`config.mk`:
```
export PLATFORM = sky130hd
export DESIGN_NAME = mult_div_unit
export DESIGN_NICKNAME = d
export VERILOG_FILES = /design/src/rtl/mult_div_unit.sv
export SDC_FILE = /design/constraint.sdc
export NUM_CORES = 1
export LEC_CHECK = 0
export BUFFER_PORTS_ARGS = -buffer_cell sky130_fd_sc_hd__buf_2
export CORE_MARGIN = 3
export CORE_UTILIZATION = 25
export CTS_CLUSTER_DIAMETER = 40
export CTS_CLUSTER_SIZE = 28
export DETAILED_ROUTE_END_ITERATION = 10
export MAX_ROUTING_LAYER = met4
export PLACE_DENSITY_LB_ADDON = 0.15
export SYNTH_ARGS = -nofsm -noshare
export SYNTH_HDL_FRONTEND = slang
export SYNTH_SLANG_ARGS = --single-unit
export TNS_END_PERCENT = 1
```
`constraint.sdc`:
```
create_clock -name clk -period 5.6 [get_ports clk]
set_input_delay 0.84 -clock clk [delete_from_list [all_inputs] [get_ports clk]]
set_output_delay 0.84 -clock clk [all_outputs]
set_load 0.1 [all_outputs]
```
`src/rtl/mult_div_unit.sv`:
```
// Iterative multiply/divide unit owning the HI/LO registers.
// Shift-add multiply and restoring divide, one bit per cycle.
module mult_div_unit #(
    parameter int WIDTH = 32,
    parameter int CNT_W = 6
) (
    input  logic             clk,
    input  logic             rst,
    input  logic             start,
    input  logic [2:0]       op,
    input  logic [WIDTH-1:0] a,
    input  logic [WIDTH-1:0] b,
    input  logic             flush,
    output logic             ready,
    output logic             busy,
    output logic             done,
    output logic [WIDTH-1:0] hi,
    output logic [WIDTH-1:0] lo
);

    localparam int W = WIDTH;

    typedef enum logic [1:0] {IDLE, RUN, FIX} state_t;

    state_t         state;
    state_t         state_next;
    logic [CNT_W-1:0] cnt;
    logic [2*W-1:0] acc;
    logic [W-1:0]   opd;
    logic           is_div;
    logic           neg_q;
    logic           neg_r;
    logic           div_zero;

    logic           accept;
    logic           op_md;
    logic           sgn;
    logic           a_neg;
    logic           b_neg;
    logic [W-1:0]   a_mag;
    logic [W-1:0]   b_mag;
    logic [W:0]     mul_sum;
    logic [W:0]     rem_sh;
    logic [W:0]     diff;
    logic [2*W-1:0] prod;
    logic [W-1:0]   quo;
    logic [W-1:0]   rem;
    logic [W-1:0]   res_hi;
    logic [W-1:0]   res_lo;
    logic           finish;

    assign ready  = (state == IDLE);
    assign busy   = (state != IDLE);
    assign accept = start && !flush && (state == IDLE);
    assign op_md  = !op[2];
    assign sgn    = op[0];
    assign a_neg  = sgn && a[W-1];
    assign b_neg  = sgn && b[W-1];
    assign a_mag  = a_neg ? (~a + 1'b1) : a;
    assign b_mag  = b_neg ? (~b + 1'b1) : b;
    assign finish = (state == FIX) && !flush;

    // Multiply: acc holds {partial product, remaining multiplier bits}.
    assign mul_sum = {1'b0, acc[2*W-1:W]} + (acc[0] ? {1'b0, opd} : '0);
    // Divide: acc holds {partial remainder, dividend/quotient bits}.
    assign rem_sh  = {acc[2*W-1:W], acc[W-1]};
    assign diff    = rem_sh - {1'b0, opd};

    always_comb begin
        prod   = neg_q ? (~acc + 1'b1) : acc;
        quo    = neg_q ? (~acc[W-1:0] + 1'b1) : acc[W-1:0];
        rem    = neg_r ? (~acc[2*W-1:W] + 1'b1) : acc[2*W-1:W];
        res_hi = prod[2*W-1:W];
        res_lo = prod[W-1:0];
        if (is_div) begin
            res_hi = rem;
            res_lo = div_zero ? '1 : quo;
        end
    end

    always_ff @(posedge clk or posedge rst) begin
        if (rst) state <= IDLE;
        else     state <= state_next;
    end

    always_comb begin
        state_next = state;
        unique case (state)
            IDLE: if (accept && op_md) state_next = RUN;
            RUN: begin
                if (flush)          state_next = IDLE;
                else if (cnt == '0) state_next = FIX;
            end
            FIX:     state_next = IDLE;
            default: state_next = IDLE;
        endcase
    end

    always_ff @(posedge clk or posedge rst) begin
        if (rst) begin
            cnt      <= '0;
            acc      <= '0;
            opd      <= '0;
            is_div   <= 1'b0;
            neg_q    <= 1'b0;
            neg_r    <= 1'b0;
            div_zero <= 1'b0;
            hi       <= '0;
            lo       <= '0;
            done     <= 1'b0;
        end else begin
            done <= finish;
            if (accept && op_md) begin
                cnt      <= CNT_W'(W);
                is_div   <= op[1];
                neg_q    <= a_neg ^ b_neg;
                neg_r    <= a_neg;
                div_zero <= op[1] && (b == '0);
                if (op[1]) begin
                    acc <= {{W{1'b0}}, a_mag};
                    opd <= b_mag;
                end else begin
                    acc <= {{W{1'b0}}, b_mag};
                    opd <= a_mag;
                end
            end else if (accept && op == 3'b100) begin
                hi <= a;
            end else if (accept && op == 3'b101) begin
                lo <= a;
            end
            if (state == RUN && cnt != '0) begin
                cnt <= cnt - 1'b1;
                if (!is_div)
                    acc <= {mul_sum, acc[W-1:1]};
                else if (!diff[W])
                    acc <= {diff[W-1:0], acc[W-2:0], 1'b1};
                else
                    acc <= {rem_sh[W-1:0], acc[W-2:0], 1'b0};
            end
            if (finish) begin
                hi <= res_hi;
                lo <= res_lo;
            end
        end
    end

endmodule

```
Word level (Yosys, flattened, before mapping):

Cells that the tools add are included.

* register bits after elaboration: 173
* memory bits (read-only): 0
* bits of input ports: 71
* output and inout port bits: 67
* bits in latches: 0
* bits in writable memories: 0
* memories kept: 0
* logic and storage cells: 84

* reduce and logical (&&, ||, !) cells: 23
* shift-type cells: 0
* muxes and demuxes: 28
* $add $sub $neg: 8
* bitwise logic cells: 6
* div/mod/pow operators: 0
* equality and inequality tests: 8
* multipliers: 0
* magnitude comparators: 0

Operators with widths (number)
* $mux 32: 17
* $mux 64: 5
* $add 32x1->32 const B: 4
* $not 32->32: 4
* $add 64x1->64 const B: 1
* $not 64->64: 1
* $add 32x32->33: 1
* $sub 33x32->33: 1
* $logic_not 32->1: 1
* $mux 6: 2
* $logic_and 1x1->1: 10
* $reduce_bool 2->1: 4
* $eq 3x3->1 const B: 2
* $logic_not 6->1: 1
* $mux 2: 3
* $reduce_bool 6->1: 1
* $sub 6x1->6 const B: 1
* $ne 2x2->1 const B: 2
* $pmux 2 s2: 1
* $reduce_and 2->1: 2
* $ne 3x3->1 const B: 1
* $reduce_and 3->1: 1
* $eq 2x1->1 const B: 1
* $eq 2x2->1 const B: 1
* 4 further kinds: 5

Logic depth before layout (Yosys ltp):

Gate-level depths: netlist (run 1).

* depth after elaboration: 8
* depth in mapped cells: 14
* depth with buffers taken out: 13

Worst setup path after synthesis (run 1):

Ideal clock, no wire load.

* path kind: register to register
* start point: register state[1]
* end point: register hi[22]
* stages on the path, launching flop included: 9
* required time: 5.464 ns
* path slack: 2.087 ns
* library setup time: 0.136 ns
* path buffers: 2
* arrival time: 3.378 ns
* period minus slack after synthesis: 3.513 ns
* cells stage by stage: dfrtp_1 nor2_1 nand3b_1 nor3b_1 nor2b_1 clkbuf_1 buf_2 mux2i_1 o21ai_0

* cells in the longest elaborated chain, start to end: 5
* elaborated cells between the ends (all ways): 10
* classes of those cells: eq/ne (2); mux (1); reduce/logical (7)

Ends and longest elaborated chain
* start: declaration: line 25 `state_t state;`
* start signal: assignment: line 83 `else state <= state_next;`
* $logic_not 2->1 *
* net ready: line 14 `output logic ready,`
* $logic_and 1x1->1 *: line 54 `assign accept = start && !flush && (state == IDLE);`
* $logic_and 1x1->1 (on tied branches): line 113, 126
* $ne 2x2->1 (no line) / $reduce_bool 2->1 (equally long branches)
* $reduce_and 2->1 (no line) *
* end signal: assignment: line 141 `hi <= res_hi;`
* end: declaration: line 17 `output logic [WIDTH-1:0] hi,`

The timed path passes the listed nets; every way through them passes the cells marked *.
A chain may end at the register's enable or synchronous reset.

Worst setup path after layout (run 1):

* start point: register acc[0]
* end point: register acc[56]

* cells in the longest elaborated chain, start to end: 4

Ends and longest elaborated chain
* start: declaration: line 28 `logic [2*W-1:0] acc;`
* start signal: assignment: line 120 `acc <= {{W{1'b0}}, a_mag};`
* start signal: assignment: line 123 `acc <= {{W{1'b0}}, b_mag};`
* start signal: assignment: line 134 `acc <= {mul_sum, acc[W-1:1]};`
* $mux 32: line 64 `assign mul_sum = {1'b0, acc[2*W-1:W]} + (acc[0] ? {1'b0, opd} : '0);`
* $add 32x32->33: line 64
* $mux 64: line 133 `if (!is_div)`
* $mux 64: line 131 `if (state == RUN && cnt != '0) begin`

No other way between the ends.

==> results of run 1 <==
[cells by family after synthesis]
group / count (synthesis) / share of synthesized area, %
AO/OA/AOI/OAI: 588 / 25.16
flip-flops: 173 / 28.68
multiplexers: 85 / 5.652
AND/OR/NAND/NOR: 626 / 19.68
adder cells (fa/ha/maj): 72 / 6.067
buffers and inverters: 192 / 5.022
XOR/XNOR: 168 / 9.746
[area by class of cell]
type                    instances  area [µm²]
multi-input cells            1539       10030
flip-flops and latches        173        4330
clock buffers                  19       432.9
repair buffers                159       853.3
inverters                      67       259.0
well taps                     773       967.2
clock inverters                12       118.9
diodes                          2       5.005
fillers                      6466       42360
[registers in the layout, indices dropped and copies added, names as in the netlist]
name / flops
cnt: 6
is_div: 1
neg_q: 1
opd: 32
lo: 32
hi: 32
acc: 64
done: 1
div_zero: 1
neg_r: 1
state: 2
[metrics by stage]
stage          instances  hold slack, ns  area (µm²)  power [W]
4_1_cts             2742          0.4726       16990   0.009972
6_report            2744          0.4474       16990   0.009960
2_1_floorplan       1904          0.4459       15100   0.007074
5_1_grt             2744          0.4976       16990    0.01063
3_3_place_gp        2711          0.4670       16440   0.008739
3_5_place_dp        2711          0.4732       16440   0.008719
[per-layer routing]
metal | track usage [%] | vias up
met4 | 5.851 | 0
li1 | - | 7035
met5 | - | -
met3 | 2.361 | 77
met1 | 25.95 | 7121
met2 | 30.41 | 417
[power breakdown]
group	total, W	internal (W)	leakage (nW)	switching, W
clock network	0.00121	0.000616	0.265	0.000594
registers	0.00242	0.00171	2.19	0.000706
logic	0.00633	0.00199	4.83	0.00434
[cells in the final DEF (no fill, tap or decap), types with 10 or more instances in the layout]
cell type / Yosys / layout
nand3_1: 59 / 59
nor4_1: 15 / 15
a21o_1: 28 / 28
inv_1: 66 / 65
nand4_1: 11 / 11
nor2_1: 129 / 128
a22oi_1: 20 / 20
and3_1: 11 / 11
a32oi_1: 29 / 29
xnor2_1: 78 / 78
nand2b_1: 12 / 12
ha_1: 70 / 70
a31oi_1: 13 / 13
and2_1: 11 / 10
dfrtp_1: 173 / 172
nor2b_1: 22 / 21
o21ai_1: 12 / 12
nand3b_1: 11 / 11
a211oi_1: 27 / 27
o31ai_1: 24 / 24
clkbuf_16: 0 / 17
xor2_1: 90 / 90
buf_2: 4 / 136
o21bai_1: 11 / 11
nor3_1: 47 / 47
or3_1: 14 / 14
mux2i_1: 83 / 83
o221ai_1: 34 / 34
a21oi_1: 138 / 137
buf_4: 2 / 23
o21ai_0: 168 / 168
nand2_1: 242 / 242
o41ai_1: 17 / 17
[worst reg2reg max path, cell delays in order (launching register included)]
cell	delay, ns
dfrtp_1	0.50
inv_1	0.70
nor2_1	0.12
ha_1	0.38
a211oi_1	0.21
o21ai_0	0.14
a221oi_1	0.35
o21ai_0	0.31
a211oi_1	0.61
o21ai_0	0.23
mux2_2	0.31
o31ai_1	0.25
o211ai_1	0.12
[worst paths after layout]
| path | from | to | cells after the start |
|---|---|---|---|
| worst max-delay path | acc[0] | acc[56] | 12 |
| worst min-delay path | rst | lo[8] | 2 |
| worst max register to register | acc[0] | acc[56] | 12 |
| worst min register to register | opd[27] | opd[27] | 2 |
| max in group asynchronous | rst | is_div | 3 |
| min in group clk | opd[27] | opd[27] | 2 |
==> results by group, run 1 <==
Outcome
  • Status: finished, final reports clean

Clock network
  • Clock root buffer: clkbuf_16
  • Clk sink count: 173
  • CTS-repair resized insts: 0
  • Hold Buf Count CTS: 0
  • Post-CTS Setup Bufs: 0
  • Clock tree buffer depth: 2
  • Clock slew at reported path FFs: 0.07 ns
  • Later-pin clock latency in the skew report: 0.47 ns
  • H-tree Lvls: 4
  • CTS Buf Count: 17
  • CTS tree: built

Min path
  • Worst Hold Class: in -> async

Routing
  • Avg WL per Cell: 21.79 µm
  • Met1 wire length: 28160 µm
  • Residual DRC count: 0
  • Highest routed layer: met4
  • Vias per std cell: 5.339
  • DR iter-0 viols: 1079
  • Via count: 14.65k
  • Antenna-violating nets left: 0
  • Wire length on met3: 2519 µm
  • First-pass DRT Iterations: 5
  • Met2 wire len: 27590 µm
  • Final WL: 59800 µm

Worst setup path
  • Slowest-stage cell, CP: inv_1
  • Critical path endpoint category: register
  • Critical Path Fanout Max: 22
  • Most Frequent Cell on Critical Path: o21ai_0
  • Slowest stage delay, CP: 0.70 ns
  • R2R Setup Slk: 1.20 ns
  • Crit-path leading delay family: compound AO/OA/AOI/OAI gates
  • Crit path cell chain: inv_1 -> nor2_1 -> ha_1 -> a211oi_1 -> o21ai_0 -> a221oi_1 -> o21ai_0 -> a211oi_1 -> o21ai_0 -> mux2_2 -> o31ai_1 -> o211ai_1
  • Setup CP Type: reg -> reg
  • Crit start category: register
  • Worst Path Buf+Inv: 1
  • Crit path DAT: 4.70 ns
  • Critical Path RT: 5.91 ns

Timing
  • Tmin final: 4.397 ns
  • Slew @ Worst Pin: 1.099 ns
  • Endpoints failing setup: 0
  • Final Cycle Share: 78.52%
  • Setup_tns: 0 ns
  • Clock skew: 0.01217 ns
  • Relative slew slack: 26.56%
  • Final hold vios: 0
  • Setup WS post-layout: 1.203 ns
  • RSZ-0062 raised after global routing: no
  • Fmax: 0.2274 GHz
  • Slew Limit Fails: 0

Global route
  • Gr ovfl total: 0
  • Initial antenna violation count: 3
  • Vias in the first global route: 14.49k
  • First-pass GRT wire length: 91370 µm
  • Largest net degree at the start of global routing: 80
  • GRT Overall Usage: 19.30%

Placed design
  • Place WS: 1.218 ns
  • Final Wtd Congestion: 0.8776
  • IO buf count: 137
  • DP HPWL: 45260 µm

Floorplan
  • Initial core utilization: 25.44%
  • Die height: 251.7 µm
  • Ports: 138
  • Num rows: 89
  • Die width: 251.7 µm
  • Die area: 63370 µm²
  • CORE AREA: 59350 µm²

Logic synthesis
  • Sequential share of the synthesized area: 28.68%
  • Post-synthesis instance area: 15100 µm²
  • Largest area contributor in the netlist: dfrtp_1
  • Ranking of synthesized cells by area: dfrtp_1 29%, nand2_1 6.0%, ha_1 5.8%, o21ai_0 5.6%, mux2i_1 5.5%
  • Share of the synthesized area in the top cell type: 28.68%
  • Number of flops mapped to enable cells by yosys: 0
  • Post-Synthesis Cells: 1904
  • Register bit total from synthesis: 173
  • YS warnings: 0
  • Post-synth top cells: 242 x nand2_1, 173 x dfrtp_1, 168 x o21ai_0, 138 x a21oi_1, 129 x nor2_1
  • Top_reg_cell synth: dfrtp_1
  • Avg Cell Area, Syn: 7.929 µm²
  • Most common cell in the synthesized netlist: nand2_1
  • Syn_nets: 2047
  • Netlist cell types: 79
  • Async SR Flop Fraction: 100.0%

Final layout
  • Fin util: 28.63%
  • NumNets Final: 2100
  • Layout cell share with drive strength beyond 1: 11.27%
  • Area Growth Syn to Fin: 12.56%

Power and ir drop
  • Static leakage: 7.280 nW
  • Pwr per Cell Area: 586.1 nW/µm²
  • VDD IR-drop max: 334.2 µV

Flow run
  • Max Cap Viol: 0
(Power assumes the default switching activity.)
==> run 2, diff against run 1 <==
Clock period 5.6 ns to 4.1 ns, I/O delays scaled along.
==> results by group, run 2 (synthesis results as in run 1) <==
Routing
  • First-pass DRT Iterations: 6
  • Residual DRC count: 0
  • Final WL: 61370 µm
  • Vias per std cell: 5.337
  • Avg WL per Cell: 22.07 µm
  • Antenna-violating nets left: 0
  • Via count: 14.84k
  • DR iter-0 viols: 1025

Worst setup path
  • Slowest stage delay, CP: 0.53 ns
  • Register-to-Register Path Depth: 12
  • Critical path endpoint category: register
  • Crit-path leading delay family: compound AO/OA/AOI/OAI gates
  • Critical Path Fanout Max: 9
  • Setup CP Type: reg -> reg
  • Crit path DAT: 4.10 ns
  • Critical Path RT: 4.45 ns
  • Worst Path Buf+Inv: 2
  • CP Depth: 12
  • Most Frequent Cell on Critical Path: a211oi_1
  • R2r endpoint: acc[62]
  • R2R Setup Slk: 0.35 ns
  • Crit start category: register
  • Crit path cell chain: inv_1 -> fa_1 -> nand2b_1 -> a211oi_1 -> o2111ai_1 -> a21oi_1 -> o211a_1 -> o21a_1 -> nor2_8 -> buf_4 -> a211oi_1 -> o31ai_1
  • Reg2reg start: acc[32]
  • Slowest-stage cell, CP: dfrtp_1
  • Worst Setup SP: acc[32]
  • Worst Setup EP: acc[62]

Clock network
  • H-tree Lvls: 4
  • Hold Buf Count CTS: 0
  • Post-CTS Setup Bufs: 0
  • CTS Buf Count: 17
  • Clock slew at reported path FFs: 0.08 ns
  • CTS tree: built
  • Later-pin clock latency in the skew report: 0.48 ns
  • CTS-repair resized insts: 0
  • Clk sink count: 173
  • Clock root buffer: clkbuf_16
  • Clock tree buffer depth: 2

Global route
  • Initial antenna violation count: 1
  • Largest net degree at the start of global routing: 79
  • First-pass GRT wire length: 92090 µm
  • Vias in the first global route: 14.41k
  • Gr ovfl total: 0
  • GRT Overall Usage: 19.53%

Final layout
  • Fillers: 6471
  • Max FFs per register: 64
  • Fin util: 29.23%
  • Most frequent cells in the layout: 242 x nand2_1, 172 x dfrtp_1, 168 x o21ai_0, 137 x a21oi_1, 136 x buf_2
  • NumNets Final: 2136
  • Top reg by flops: acc
  • Commonest non-fill, non-tap cell in the layout: nand2_1
  • Area Growth Syn to Fin: 14.90%
  • Layout cell share with drive strength beyond 1: 12.96%
  • Final Cell Area: 17350 µm²

Floorplan
  • Initial core utilization: 25.44%
  • Die area: 63370 µm²
  • Ports: 138
  • Die height: 251.7 µm
  • CORE AREA: 59350 µm²
  • Num rows: 89
  • Die width: 251.7 µm

Timing
  • Hold WS: 0.1432 ns
  • Final Cycle Share: 91.46%
  • Slew @ Worst Pin: 1.073 ns
  • Slew Limit Fails: 0
  • Fmax: 0.2667 GHz
  • RSZ-0062 raised after global routing: no
  • Endpoints failing setup: 0
  • Setup_tns: 0 ns
  • Relative slew slack: 28.39%
  • Tmin final: 3.750 ns
  • Clock skew: 0.01587 ns
  • Final hold vios: 0

Min path
  • Worst Hold Class: in -> async

Power and ir drop
  • VDD IR-drop max: 473.2 µV
  • Final Power: 0.01385 W
  • Static leakage: 7.497 nW
  • Pwr per Cell Area: 798.5 nW/µm²

Placed design
  • Final Wtd Congestion: 0.9248
  • Cell Area, Placed: 16790 µm²
  • IO buf count: 137
  • DP HPWL: 47550 µm

Flow run
  • Max Cap Viol: 0

Outcome
  • Status: finished, final reports clean
[run 2: cell count changes in the layout (fill, tap and decap cells not counted), sizes merged]
cell / before / now
buf: 159 / 195
inv: 69 / 77
clkbuf: 19 / 17
bufinv: 1 / 0
clkinv: 7 / 3
[run 2: final cells by class]
cell class | count | area, µm² | area share (%)
flip-flops and latches | 173 | 4330 | 24.96
inverters | 67 | 255.2 | 1.471
clock buffers | 17 | 425.4 | 2.452
multi-input cells | 1539 | 10030 | 57.80
clock inverters | 15 | 126.4 | 0.7285
diodes | 2 | 5.005 | 0.02885
well taps | 773 | 967.2 | 5.576
repair buffers | 195 | 1211 | 6.982
[run 2: power by group]
part	switching, W	total [W]	internal [W]
Combinational	0.00611	0.00900	0.00289
Sequential	0.000843	0.00318	0.00234
Clock	0.000872	0.00167	0.000801
Total	0.00782	0.0139	0.00603
[run 2: routing by layer]
metal / wire, µm / share of wire (%) / global-route usage [%] / vias to the layer above
li1: - / - / - / 7111
met1: 29010 / 47 / 26.14 / 7321
met2: 29200 / 48 / 31.97 / 360
met3: 2160 / 3.5 / 1.825 / 50
met4: 999 / 1.6 / 4.641 / 0
met5: 0 / 0 / - / -
[run 2: metrics by stage]
step | worst slack [ns] | cells
6_report | 0.3502 | 2781
5_1_grt | 0.02327 | 2780
4_1_cts | 0.3170 | 2779
3_5_place_dp | 0.3241 | 2747
3_3_place_gp | 0.3850 | 2747
2_1_floorplan | 0.5869 | 1904
[run 2: worst min-delay path by stage]
| stage | from | endpoint | cells past startpoint | slack (ns) |
|---|---|---|---|---|
| after floorplan | cnt[5] | cnt[5] | 1 | 0.45 |
| after global placement | opd[31] | opd[31] | 2 | 0.47 |
| after detailed placement | opd[8] | opd[8] | 2 | 0.47 |
| after CTS | rst | acc[8] | 2 | 0.13 |
| after global routing | rst | acc[8] | 2 | 0.17 |
| final | rst | acc[8] | 2 | 0.14 |
==> run 3, diff against run 2 <==
Settings changed: ABC_AREA set to 1.
==> results by group, run 3 <==
Clock network
  • Clk sink count: 173
  • Later-pin clock latency in the skew report: 0.50 ns
  • Clock slew at reported path FFs: 0.07 ns
  • Clock root buffer: clkbuf_16
  • CTS-repair resized insts: 0
  • CTS Buf Count: 17
  • Clock tree buffer depth: 2
  • Post-CTS Setup Bufs: 0
  • CTS tree: built
  • H-tree Lvls: 4
  • Hold Buf Count CTS: 0

Worst setup path
  • Crit path DAT: 3.46 ns
  • Critical path endpoint category: register
  • Crit start category: register
  • Critical Path RT: 4.49 ns
  • Critical Path Fanout Max: 31
  • Worst Path Buf+Inv: 2
  • Crit path cell chain: inv_1 -> ha_1 -> fa_1 -> inv_1 -> nand2_1 -> nand2_1 -> nand3_1 -> nand2_2 -> nand2_2 -> nand2_2 -> nand2_2 -> nand2_2 -> nand2_2 -> nand2_4 -> nand2_1 -> nand2_1 -> nand2_1 -> nand3_1 -> nand2_1
  • Setup CP Type: reg -> reg
  • Slowest-stage cell, CP: dfrtp_1
  • Crit-path leading delay family: simple AND/OR/NAND/NOR gates
  • Slowest stage delay, CP: 0.46 ns

Routing
  • Wire length on met3: 4885 µm
  • Avg WL per Cell: 21.95 µm
  • Via count: 20.12k
  • DR iter-0 viols: 2149
  • Vias per std cell: 4.996
  • Final WL: 88380 µm
  • Met1 wire length: 40940 µm
  • First-pass DRT Iterations: 6
  • Highest routed layer: met4
  • Antenna-violating nets left: 0
  • Residual DRC count: 0
  • Met2 wire len: 40230 µm

Final layout
  • Multi-input gate area: 11360 µm²
  • NumNets Final: 3218
  • Layout cell share with drive strength beyond 1: 8.620%
  • Most frequent cells in the layout: 960 x nand2_1, 416 x inv_1, 313 x nand3_1, 249 x nor2_1, 172 x dfrtp_1
  • Fillers: 8119
  • Sequential cell area: 4330 µm²
  • Area Growth Syn to Fin: 13.01%
  • Final Cell Area: 20110 µm²
  • Top reg by flops: acc
  • Commonest non-fill, non-tap cell in the layout: nand2_1
  • Max FFs per register: 64

Global route
  • Largest net degree at the start of global routing: 69
  • First-pass GRT wire length: 129400 µm
  • Vias in the first global route: 19.01k
  • GRT Overall Usage: 24.16%
  • Initial antenna violation count: 0
  • Gr ovfl total: 0

Timing
  • Fmax: 0.3253 GHz
  • Endpoints failing setup: 0
  • RSZ-0062 raised after global routing: no
  • Relative slew slack: 51.28%
  • Slew @ Worst Pin: 0.7300 ns
  • Final hold vios: 0
  • Setup WS post-layout: 1.026 ns
  • Tmin final: 3.074 ns
  • Hold WS: 0.1469 ns
  • Clock skew: 0.01389 ns
  • Slew Limit Fails: 0
  • Setup_tns: 0 ns
  • Final Cycle Share: 74.99%

Placed design
  • DP HPWL: 72020 µm
  • Cell Area, Placed: 19530 µm²
  • IO buf count: 137
  • Final Wtd Congestion: 0.9564
  • Place WS: 1.063 ns

Power and ir drop
  • Final Power: 0.01755 W
  • VDD IR-drop max: 632.1 µV
  • Pwr per Cell Area: 872.5 nW/µm²
  • Static leakage: 10.36 nW

Floorplan
  • Die width: 272.8 µm
  • CORE AREA: 70270 µm²
  • Die area: 74410 µm²
  • Ports: 138
  • Die height: 272.8 µm
  • Initial core utilization: 25.32%
  • Num rows: 97

Flow run
  • Max Cap Viol: 0

Logic synthesis
  • Netlist cell types: 51
  • Avg Cell Area, Syn: 5.951 µm²
  • Post-Synthesis Cells: 2990
  • Syn_nets: 3133
  • Ranking of synthesized cells by area: dfrtp_1 24%, nand2_1 20%, nand3_1 8.8%, inv_1 8.8%, nor2_1 5.3%
  • Share of the synthesized area in the top cell type: 24.33%
  • Most common cell in the synthesized netlist: nand2_1
  • Post-synth top cells: 960 x nand2_1, 417 x inv_1, 313 x nand3_1, 250 x nor2_1, 173 x dfrtp_1
  • Sequential share of the synthesized area: 24.33%
  • Top_reg_cell synth: dfrtp_1
  • Number of flops mapped to enable cells by yosys: 0
  • Post-synthesis instance area: 17790 µm²
  • YS warnings: 0
  • Async SR Flop Fraction: 100.0%
  • Register bit total from synthesis: 173
  • Largest area contributor in the netlist: dfrtp_1

Outcome
  • Status: finished, final reports clean

Min path
  • Worst Hold Class: in -> async
run 3: cell count changes in the layout (fill, tap and decap cells not counted), sizes merged, moves of 27 or more:
cell,delta
mux2i,-82
xor2,-45
nand4,+32
nand3,+260
a211oi,-27
o211ai,+56
a32oi,-29
nor2,+133
xnor2,-59
inv,+351
nand2,+736
run 3: worst register-to-register path, stage by stage (launching register included):
cell,delay [ns]
dfrtp_1,0.46
inv_1,0.10
ha_1,0.24
fa_1,0.42
inv_1,0.10
nand2_1,0.05
nand2_1,0.07
nand3_1,0.10
nand2_2,0.14
nand2_2,0.06
nand2_2,0.08
nand2_2,0.08
nand2_2,0.09
nand2_2,0.07
nand2_4,0.37
nand2_1,0.27
nand2_1,0.11
nand2_1,0.05
nand3_1,0.06
nand2_1,0.06
run 3: area by class of cell:
cell class	count	area share, %
Tap cell	940	5.849
Multi-Input combinational cell	2275	56.48
Clock inverter	9	0.5724
Sequential cell	173	21.53
Timing Repair Buffer	176	5.177
Inverter	432	8.089
Clock buffer	21	2.290
Antenna cell	1	0.01244
run 3: path summary, 6_finish.rpt:
kind                       startpoint       end  slack, ns  depth (start not counted)
min reg2reg                    cnt[5]    cnt[5]       0.49                          1
max                           acc[31]   acc[61]       1.03                         19
min in group clk                flush  state[0]       0.38                          2
max in group asynchronous         rst    cnt[1]       3.18                          3
max reg2reg                   acc[31]   acc[61]       1.03                         19
min                               rst    hi[21]       0.15                          2
run 3: cells by family after synthesis:
family	Yosys count	synth area share, %
AND/OR/NAND/NOR	1667	39.53
buffers and inverters	542	11.95
AO/OA/AOI/OAI	471	15.84
flip-flops	173	24.33
adder cells (fa/ha/maj)	72	5.147
XOR/XNOR	64	3.150
multiplexers	1	0.05625
run 3: per-stage QoR:
| stage | utilization, % | cells |
|---|---|---|
| 3_5_place_dp | 27.79 | 3996 |
| 2_1_floorplan | - | 2990 |
| 5_1_grt | 28.61 | 4026 |
| 3_3_place_gp | 27.79 | 3996 |
| 4_1_cts | 28.61 | 4026 |
| 6_report | 28.62 | 4027 |
run 3: power by group:
part           total (W)  internal [W]  switching [W]
clock network    0.00172      0.000925       0.000792
logic             0.0124       0.00321        0.00915
registers        0.00346       0.00242        0.00105
run 3: routing by layer:
layer  GRT usage (%)  up-vias
met1           32.93     9582
li1                -     9873
met2           37.45      586
met4           6.806        0
met3           3.161       79
met5               -        -
